## src/rtl/mx_xmit_if.sv

```systemverilog
// mx_xmit_if: byte-offer handshake plus Manchester line outputs for mx_xmit.
// The master drives data/valid; the transmitter (slave) drives rdy, txd and txen.
interface mx_xmit_if;
   logic [7:0] data;
   logic       valid;
   logic       rdy;
   logic       txd;
   logic       txen;

   modport master (output data, valid, input rdy, txd, txen);
   modport slave  (input data, valid, output rdy, txd, txen);
endinterface

```

## src/rtl/mx_xmit.sv

```systemverilog
// mx_xmit: Manchester framer (preamble, SFD 0xD0, LSB-first data, 2-bit EOF); txen starts one clk after accept.
// Define MX_XMIT_LONG_PREAMBLE_EN for a 32-bit preamble; rdy=0 while the holding register is full or in EOF.
module mx_xmit #(
   parameter int CLK_FREQ = 100_000_000,
   parameter int BIT_RATE = 50000
) (
   input  logic     clk,
   input  logic     rst,
   mx_xmit_if.slave bus
);
   localparam int HALF = CLK_FREQ / (2 * BIT_RATE);
   localparam int CW   = (HALF < 2) ? 1 : $clog2(HALF);
`ifdef MX_XMIT_LONG_PREAMBLE_EN
   localparam int PRE_BITS = 32;
`else
   localparam int PRE_BITS = 16;
`endif
   localparam int BW = $clog2(PRE_BITS);
   localparam logic [CW-1:0] HALF_LAST = CW'(HALF - 1);
   localparam logic [BW-1:0] PRE_LAST  = BW'(PRE_BITS - 1);
   localparam logic [BW-1:0] BYTE_LAST = BW'(7);
   localparam logic [BW-1:0] EOF_LAST  = BW'(3);
   localparam logic [7:0]    SFD_BYTE  = 8'hD0;

   generate
      if (HALF < 2) begin : g_half_chk
         $error("mx_xmit: CLK_FREQ/(2*BIT_RATE) must be at least 2");
      end
   endgenerate

   typedef enum logic [2:0] {IDLE, PREAMBLE, SFD, DATA, EOF} state_t;

   state_t        state_q;
   logic [CW-1:0] half_q;
   logic          sec_q;
   logic [BW-1:0] bit_q;
   logic [7:0]    hold_q;
   logic [7:0]    shift_q;
   logic          full_q;
   logic          txd_q;
   logic          txen_q;

   logic          accept;
   logic          half_end;
   logic          bit_end;
   logic [BW-1:0] bit_inc_d;
   logic [2:0]    sfd_idx_d;
   logic          cur_bit_d;

   assign bus.rdy   = !full_q && (state_q != EOF);
   assign bus.txd   = txd_q;
   assign bus.txen  = txen_q;
   assign accept    = bus.valid && bus.rdy;
   assign half_end  = (half_q == HALF_LAST);
   assign bit_end   = half_end && sec_q;
   assign bit_inc_d = bit_q + 1'b1;
   assign sfd_idx_d = bit_inc_d[2:0];

   always_comb begin
      cur_bit_d = 1'b1;
      case (state_q)
         PREAMBLE: cur_bit_d = ~bit_q[0];
         SFD:      cur_bit_d = SFD_BYTE[bit_q[2:0]];
         DATA:     cur_bit_d = shift_q[0];
         default:  cur_bit_d = 1'b1;
      endcase
   end

   // txd_q is loaded with the value of the half-bit that begins on this edge.
   always_ff @(posedge clk or posedge rst) begin
      if (rst) begin
         state_q <= IDLE;
         half_q  <= '0;
         sec_q   <= 1'b0;
         bit_q   <= '0;
         hold_q  <= '0;
         shift_q <= '0;
         full_q  <= 1'b0;
         txd_q   <= 1'b1;
         txen_q  <= 1'b0;
      end else begin
         if (accept) begin
            hold_q <= bus.data;
            full_q <= 1'b1;
         end
         if (state_q != IDLE) begin
            half_q <= half_end ? '0 : half_q + 1'b1;
         end
         case (state_q)
            IDLE: begin
               txd_q  <= 1'b1;
               txen_q <= 1'b0;
               if (full_q) begin
                  state_q <= PREAMBLE;
                  sec_q   <= 1'b0;
                  bit_q   <= '0;
                  txen_q  <= 1'b1;
                  txd_q   <= 1'b1;
               end
            end
            PREAMBLE, SFD, DATA: begin
               if (half_end && !sec_q) begin
                  sec_q <= 1'b1;
                  txd_q <= ~cur_bit_d;
               end else if (bit_end) begin
                  sec_q <= 1'b0;
                  bit_q <= bit_inc_d;
                  case (state_q)
                     PREAMBLE: begin
                        if (bit_q == PRE_LAST) begin
                           state_q <= SFD;
                           bit_q   <= '0;
                           txd_q   <= SFD_BYTE[0];
                        end else begin
                           txd_q <= bit_q[0];
                        end
                     end
                     SFD: begin
                        if (bit_q == BYTE_LAST) begin
                           state_q <= DATA;
                           bit_q   <= '0;
                           shift_q <= hold_q;
                           full_q  <= 1'b0;
                           txd_q   <= hold_q[0];
                        end else begin
                           txd_q <= SFD_BYTE[sfd_idx_d];
                        end
                     end
                     default: begin
                        if (bit_q == BYTE_LAST) begin
                           bit_q <= '0;
                           // A byte offered exactly on the boundary bypasses the holding register.
                           if (full_q) begin
                              shift_q <= hold_q;
                              full_q  <= 1'b0;
                              txd_q   <= hold_q[0];
                           end else if (accept) begin
                              shift_q <= bus.data;
                              full_q  <= 1'b0;
                              txd_q   <= bus.data[0];
                           end else begin
                              state_q <= EOF;
                              txd_q   <= 1'b1;
                           end
                        end else begin
                           shift_q <= {1'b0, shift_q[7:1]};
                           txd_q   <= shift_q[1];
                        end
                     end
                  endcase
               end
            end
            EOF: begin
               txd_q <= 1'b1;
               if (half_end) begin
                  if (bit_q == EOF_LAST) begin
                     state_q <= IDLE;
                     bit_q   <= '0;
                     txen_q  <= 1'b0;
                  end else begin
                     bit_q <= bit_inc_d;
                  end
               end
            end
            default: state_q <= IDLE;
         endcase
      end
   end
endmodule

```

## src/flat_wrapper.sv

```systemverilog
// flat-port wrapper written by rule: the top's interface ports become plain ports
module mx_xmit_flat 
#(
   parameter int CLK_FREQ = 100_000_000,
   parameter int BIT_RATE = 50000
)
  (clk, rst, bus_data, bus_valid, bus_rdy, bus_txd, bus_txen);
  mx_xmit_if bus_i ();
  input  logic clk;
  input  logic rst;
  input wire logic [$bits(bus_i.data)-1:0] bus_data;
  input wire logic [$bits(bus_i.valid)-1:0] bus_valid;
  output wire logic [$bits(bus_i.rdy)-1:0] bus_rdy;
  output wire logic [$bits(bus_i.txd)-1:0] bus_txd;
  output wire logic [$bits(bus_i.txen)-1:0] bus_txen;
  assign bus_i.data = bus_data;
  assign bus_i.valid = bus_valid;
  assign bus_rdy = bus_i.rdy;
  assign bus_txd = bus_i.txd;
  assign bus_txen = bus_i.txen;
  mx_xmit #(.CLK_FREQ(CLK_FREQ), .BIT_RATE(BIT_RATE)) u_core (.clk(clk), .rst(rst), .bus(bus_i));
endmodule
```

## config.mk

```make
export PLATFORM = sky130hd
export DESIGN_NAME = mx_xmit_flat
export DESIGN_NICKNAME = d
export VERILOG_FILES = /design/src/rtl/mx_xmit_if.sv /design/src/rtl/mx_xmit.sv /design/src/flat_wrapper.sv
export SDC_FILE = /design/constraint.sdc
export NUM_CORES = 1
export LEC_CHECK = 0
export ABC_AREA = 1
export CORE_MARGIN = 2
export CORE_UTILIZATION = 55
export CTS_CLUSTER_DIAMETER = 40
export CTS_CLUSTER_SIZE = 28
export DETAILED_ROUTE_END_ITERATION = 6
export PLACE_DENSITY = 0.74
export SYNTH_ARGS = -nofsm -noshare
export SYNTH_HDL_FRONTEND = slang
export SYNTH_SLANG_ARGS = --single-unit
```

## constraint.sdc

```tcl
create_clock -name clk -period 2.2 [get_ports clk]
set_input_delay 0.44 -clock clk [delete_from_list [all_inputs] [get_ports clk]]
set_output_delay 0.44 -clock clk [all_outputs]
set_load 0.01 [all_outputs]
```

# Word-level counts from Yosys, hierarchy flattened
# Memories as Yosys holds them, arrays and structs flattened.
# Index checks and enable logic that the tools add are counted.
op_classes:
  add_sub_neg: 2
  magnitude_cmp: 2
  eq_ne: 22
  muxes: 56
  bitwise: 4
  reduce_logical: 20
op_table:
  columns: ["op", "count"]
  rows:
  - ["2-to-1 mux 4 bit", 8]
  - ["2-to-1 mux 8 bit", 4]
  - ["2-to-1 mux 3 bit", 10]
  - ["2-to-1 mux 1 bit", 23]
  - ["one-hot mux 8 bit (2 select lines)", 1]
  - ["one-hot mux 4 bit (3 select lines)", 1]
  - ["adder 10 x 1 -> 10 bit (second input constant)", 1]
  - ["equality test 10 bit (second input constant)", 1]
  - ["2-to-1 mux 10 bit", 1]
  - ["!= test 2 x 1 -> 1 bit (second input constant)", 5]
  - ["one-hot mux 1 bit (2 select lines)", 5]
  - ["AND reduction 10 bit", 1]
  - ["one-hot mux 3 bit (3 select lines)", 1]
  - ["less-than comparator 3 x 4 -> 1 bit (second input constant)", 2]
  - ["!= test 4 bit (second input constant)", 2]
  - ["equality test 3 x 2 -> 1 bit (second input constant)", 2]
  - ["!= test 3 x 1 -> 1 bit (second input constant)", 2]
  - ["!= test 3 x 2 -> 1 bit (second input constant)", 2]
  - ["one-hot mux 3 bit (2 select lines)", 1]
  - ["AND reduction 3 bit", 2]
  - ["AND reduction 6 bit", 1]
  - ["nonzero test 2 bit", 3]
  - ["nonzero test 3 bit", 2]
  - ["AND reduction 5 bit", 1]
  - ["other kinds (17)", 24]
totals:
  ff_bits: 37
  rom_bits: 16
  input_bits: 11
  wordCells: 117
  memories: 2
mem_list:
  columns: ["name", "depth", "word_bits", "rd", "rd_clocked_by_memory_dff", "write_ports", "line_no", "source"]
  rows:
  - ["(no name shown)", 8, 1, 1, 0, 0, "mx_xmit.sv:63", "SFD: cur_bit_d = SFD_BYTE[bit_q[2:0]];"]
  - ["(no name shown)", 8, 1, 1, 0, 0, "mx_xmit.sv:126", "txd_q <= SFD_BYTE[sfd_idx_d];"]

# Longest topological paths before layout
logic_depth:
  depth_word: 11
  ltp_mapped: 11

# Worst setup path before layout
# No wires, ideal clock.
synth_path:
  path_kind: "reg-to-reg"
  start: "reg u_core.bit_q[0]"
  end: "reg u_core.shift_q[7]"
  setup_time_ps: 123
  arrival_ps: 1427
  t_required_ps: 2077
  slack_ps: 650
  stages_incl_launch_ff: 12
  period_less_slack_ps: 1550
  path_cell_list: "dfrtp_1 > ha_1 > nand2_2 > nor2_4 > nand2_1 > inv_1 > nand2_2 > nand2_4 > nor2_4 > buf_6 > nor2_2 > nor2_2"
synth_between:
  elab_chain_len: 3
  elab_cells_between_ends: 6
synth_lines:
  columns: ["item", "line_no", "source"]
  rows:
  - ["start, declared", "mx_xmit.sv:36", "logic [BW-1:0] bit_q;"]
  - ["start signal, assigned", "mx_xmit.sv:107", "bit_q <= bit_inc_d;"]
  - ["start signal, assigned", "mx_xmit.sv:161", "bit_q <= bit_inc_d;"]
  - ["equality test 4 x 3 -> 1 bit (*)", "mx_xmit.sv:119, mx_xmit.sv:130", null]
  - ["!= test 4 x 2 -> 1 bit (no line), or another cell as far along", null, null]
  - ["AND reduction 6 bit (no line) or one-hot mux 8 bit (2 select lines) (tied branches)", null, null]
  - ["end signal, assigned", "mx_xmit.sv:122", "shift_q <= hold_q;"]
  - ["end signal, assigned", "mx_xmit.sv:134", "shift_q <= hold_q;"]
  - ["end signal, assigned", "mx_xmit.sv:138", "shift_q <= bus.data;"]
  - ["end, declared", "mx_xmit.sv:38", "logic [7:0] shift_q;"]
# Every way passes the cells marked *; elsewhere a longest branch is shown, timed or not.
# A chain may end at the register's enable or synchronous reset.

# Worst setup path after layout
layout_path:
  start: "reg u_core.state_q[0]"
  end: "out bus_rdy"
layout_between:
  elab_chain_len: 2
layout_lines:
  columns: ["item", "line_no", "source"]
  rows:
  - ["start, declared", "mx_xmit.sv:33", "state_t state_q;"]
  - ["start signal, assigned", "mx_xmit.sv:72", "state_q <= IDLE;"]
  - ["start signal, assigned", "mx_xmit.sv:94", "state_q <= PREAMBLE;"]
  - ["start signal, assigned", "mx_xmit.sv:111", "state_q <= SFD;"]
  - ["!= test 3 bit", "mx_xmit.sv:50", "assign bus.rdy = !full_q && (state_q != EOF);"]
  - ["logical AND 1 bit", "mx_xmit.sv:50", null]
  - ["end, declared", "flat_wrapper.sv:13", "output wire logic [$bits(bus_i.rdy)-1:0] bus_rdy;"]
# Every way passes these cells.

==> summary.txt <==
crit start category: register
worst hold endpoint: u_core.bus.txen
setup TNS: 0 ns
Seq cells post-synth: 37
first-pass GRT wire length: 8.53 mm
number of cell rows: 23
grt ovf: 0
critical path endpoint category: primary output
area leader, netlist: dfrtp_1
reg2reg setup slack: 0.38 ns
final hold viol count: 0
Worst Hold Launch: u_core.bus.txen
Hold Buf Count CTS: 0
clock skew: 0.00287 ns
Max Clk Rate: 0.473 GHz
IO buf count: 13
Layout fillers: 361
Critical Path RT: 1.76 ns
I/O pin cnt: 14
hold depth: 2
Pleak: 1.32 nW
Core ar.: 4090 um^2
Period minus WS final: 2.11 ns
CTS Buffer Depth: 2
top-count cell post-synth: nand2_1
critical path arrival: 1.67 ns
share of layout cells above drive strength 1: 16.4%
Slew headroom: 68.6%
Post-DP Area: 2560 um^2
initial antenna violation count: 0
register area share after synthesis: 38.8%
drt total wl: 4.64 mm
Total GRT Usage: 21.4%
clk sink count: 37
VDD IR max: 496 uV
largest net degree at the start of global routing: 38
area of the multi-input gates: 1270 um^2
Tot Pwr: 0.00248 W
Iteration-0 DRC Markers: 156
status: completed
Design Area, Final: 2640 um^2
commonest cells in the netlist: nand2_1 (90), dfrtp_1 (36), inv_1 (32)
vias in the first global route: 1889
Die Wd: 69.9 um
Synth Flop Type: dfrtp_1
gpl congestion: 0.909
worst r2r path cells: 9
area share of the leading cell type in the synthesized netlist: 37.7%
flip-flop and latch area: 927 um^2
Initial Utilization: 58.5%
maximum fanout along the worst path: 7
Mapped Area: 2390 um^2
Post-synth EDFFs: 0
worst reg2reg startpoint: u_core.bit_q[0]
Power Density: 938 nW/um^2
synth unique cells: 36
Tcrit/Tclk final: 96.1%
unrepaired setup endpoints after global routing: false
CP Class: reg -> out
Mapped Cells: 313
Via Count: 2012
diode count: 0
number of detailed-route iterations in the first pass: 4
Worst Max-Slew Pin Slew: 0.471 ns
final net count: 345
H-tree levels: 2
asr flop ratio synth: 100%
post-route ant nets: 0
syn_nets: 328
Final Max Tran Viols: 0
routed len/inst: 12.2 um
final core utilization: 64.6%
clock tree root buffer cell: clkbuf_8
HPWL after DPL: 3.40 mm
Reg clk slew, reported paths: 0.07 ns
Final setup viols: 0
hold crit path type: reg -> reg
synth-to-layout area growth: 10.5%
drc violations: 0
clock latency on the worst-skew pair: 0.27 ns
Syn Area/Cell: 7.63 um^2
synth top area cells: dfrtp_1 (38%), nand2_1 (14%), inv_1 (5.0%)
Worst R2R End: u_core.shift_q[6]
Synthesis Warnings: 0
die area: 4890 um^2
CTS tree: yes
Max Cap Viol: 0
total CTS buffers: 5
Vias/cell: 5.31
Die H: 69.9 um
worst max-delay path by stage:
stage | depth (start not counted) | to | start
after global placement | 5 | bus_rdy | u_core.state_q[0]
after detailed placement | 5 | bus_rdy | u_core.state_q[0]
after CTS | 5 | bus_rdy | u_core.state_q[0]
final | 5 | bus_rdy | u_core.state_q[0]
after global routing | 5 | bus_rdy | u_core.state_q[0]
after floorplan | 11 | u_core.shift_q[7] | u_core.bit_q[0]
stage by stage:
stage | cells | worst slack, ns | hold WS [ns]
after global placement | 372 | 0.344 | 0.474
after detailed placement | 372 | 0.321 | 0.487
after CTS | 378 | 0.0149 | 0.506
final | 379 | 0.0856 | 0.501
after floorplan | 313 | 0.650 | 0.463
after global routing | 379 | 0.00693 | 0.536
flip-flops by register name (all words and copies together), names as in the netlist, 3 cells and up:
name	count
u_core.bit_q	4
u_core.half_q	10
u_core.hold_q	8
u_core.shift_q	8
u_core.state_q	3
metal layers:
| layer | track usage [%] | up-vias | wire [um] |
|---|---|---|---|
| li1 | - | 1047 | - |
| met1 | 29.8 | 913 | 2140 |
| met2 | 35.4 | 50 | 2180 |
| met3 | 3.61 | 2 | 288 |
| met4 | 4.27 | 0 | 24 |
| met5 | 0 | - | 0 |
repair_timing:
item                                    CTS  global route
setup buffers                             0             1
endpoints found under the setup margin    0             1
resized for setup                         0             0
worst max-delay path, stage by stage, from the launching register on:
cell and delay [ns]:
dfrtp_1 0.47, nor2_4 0.18, nand2_4 0.09, inv_2 0.15
nor2_4 0.05, clkdlybuf4s50_1 0.47
logic make-up after synthesis:
| family | synth area share, % |
|---|---|
| AOI/OAI and AO/OA | 12.5 |
| DFF | 38.8 |
| xor gates and xnor gates | 0.734 |
| buffers and inverters | 7.91 |
| adders and majority gates | 2.10 |
| muxes | 0.943 |
| and+or+nand+nor | 37.0 |
power breakdown:
group          switching (W)  total (W)  internal (W)
clock network       0.000216   0.000424      0.000208
registers           0.000140   0.000954      0.000813
logic               0.000696    0.00110      0.000402
total                0.00105    0.00248       0.00142
cell type report:
| cell class | count | area share [%] |
|---|---|---|
| Clock inverter | 1 | 0.190 |
| Tap cell | 50 | 2.37 |
| Clock buffer | 5 | 2.61 |
| Multi-Input combinational cell | 231 | 48.2 |
| Sequential cell | 37 | 35.1 |
| Timing Repair Buffer | 17 | 6.07 |
| Inverter | 38 | 5.41 |
cells in the final DEF (no fill, tap or decap), types with 2 or more instances in the layout:
| cell | instances |
|---|---|
| nor2_2 | 6 |
| o21ai_1 | 9 |
| a21oi_4 | 2 |
| nand2_1 | 90 |
| nor3_1 | 3 |
| clkbuf_8 | 5 |
| nand2_4 | 2 |
| nand4_1 | 7 |
| clkdlybuf4s50_1 | 13 |
| inv_1 | 32 |
| o21ai_2 | 2 |
| a31oi_1 | 2 |
| a21oi_1 | 10 |
| nor2_1 | 21 |
| ha_1 | 4 |
| nand2_2 | 9 |
| xor2_1 | 2 |
| o21ai_0 | 20 |
| inv_2 | 6 |
| buf_4 | 4 |
| dfrtp_1 | 36 |
| nand3_1 | 20 |
| nor2_4 | 7 |
| nand3_2 | 3 |
| mux2_1 | 2 |
No activity file was read; power rests on OpenSTA's default activity.
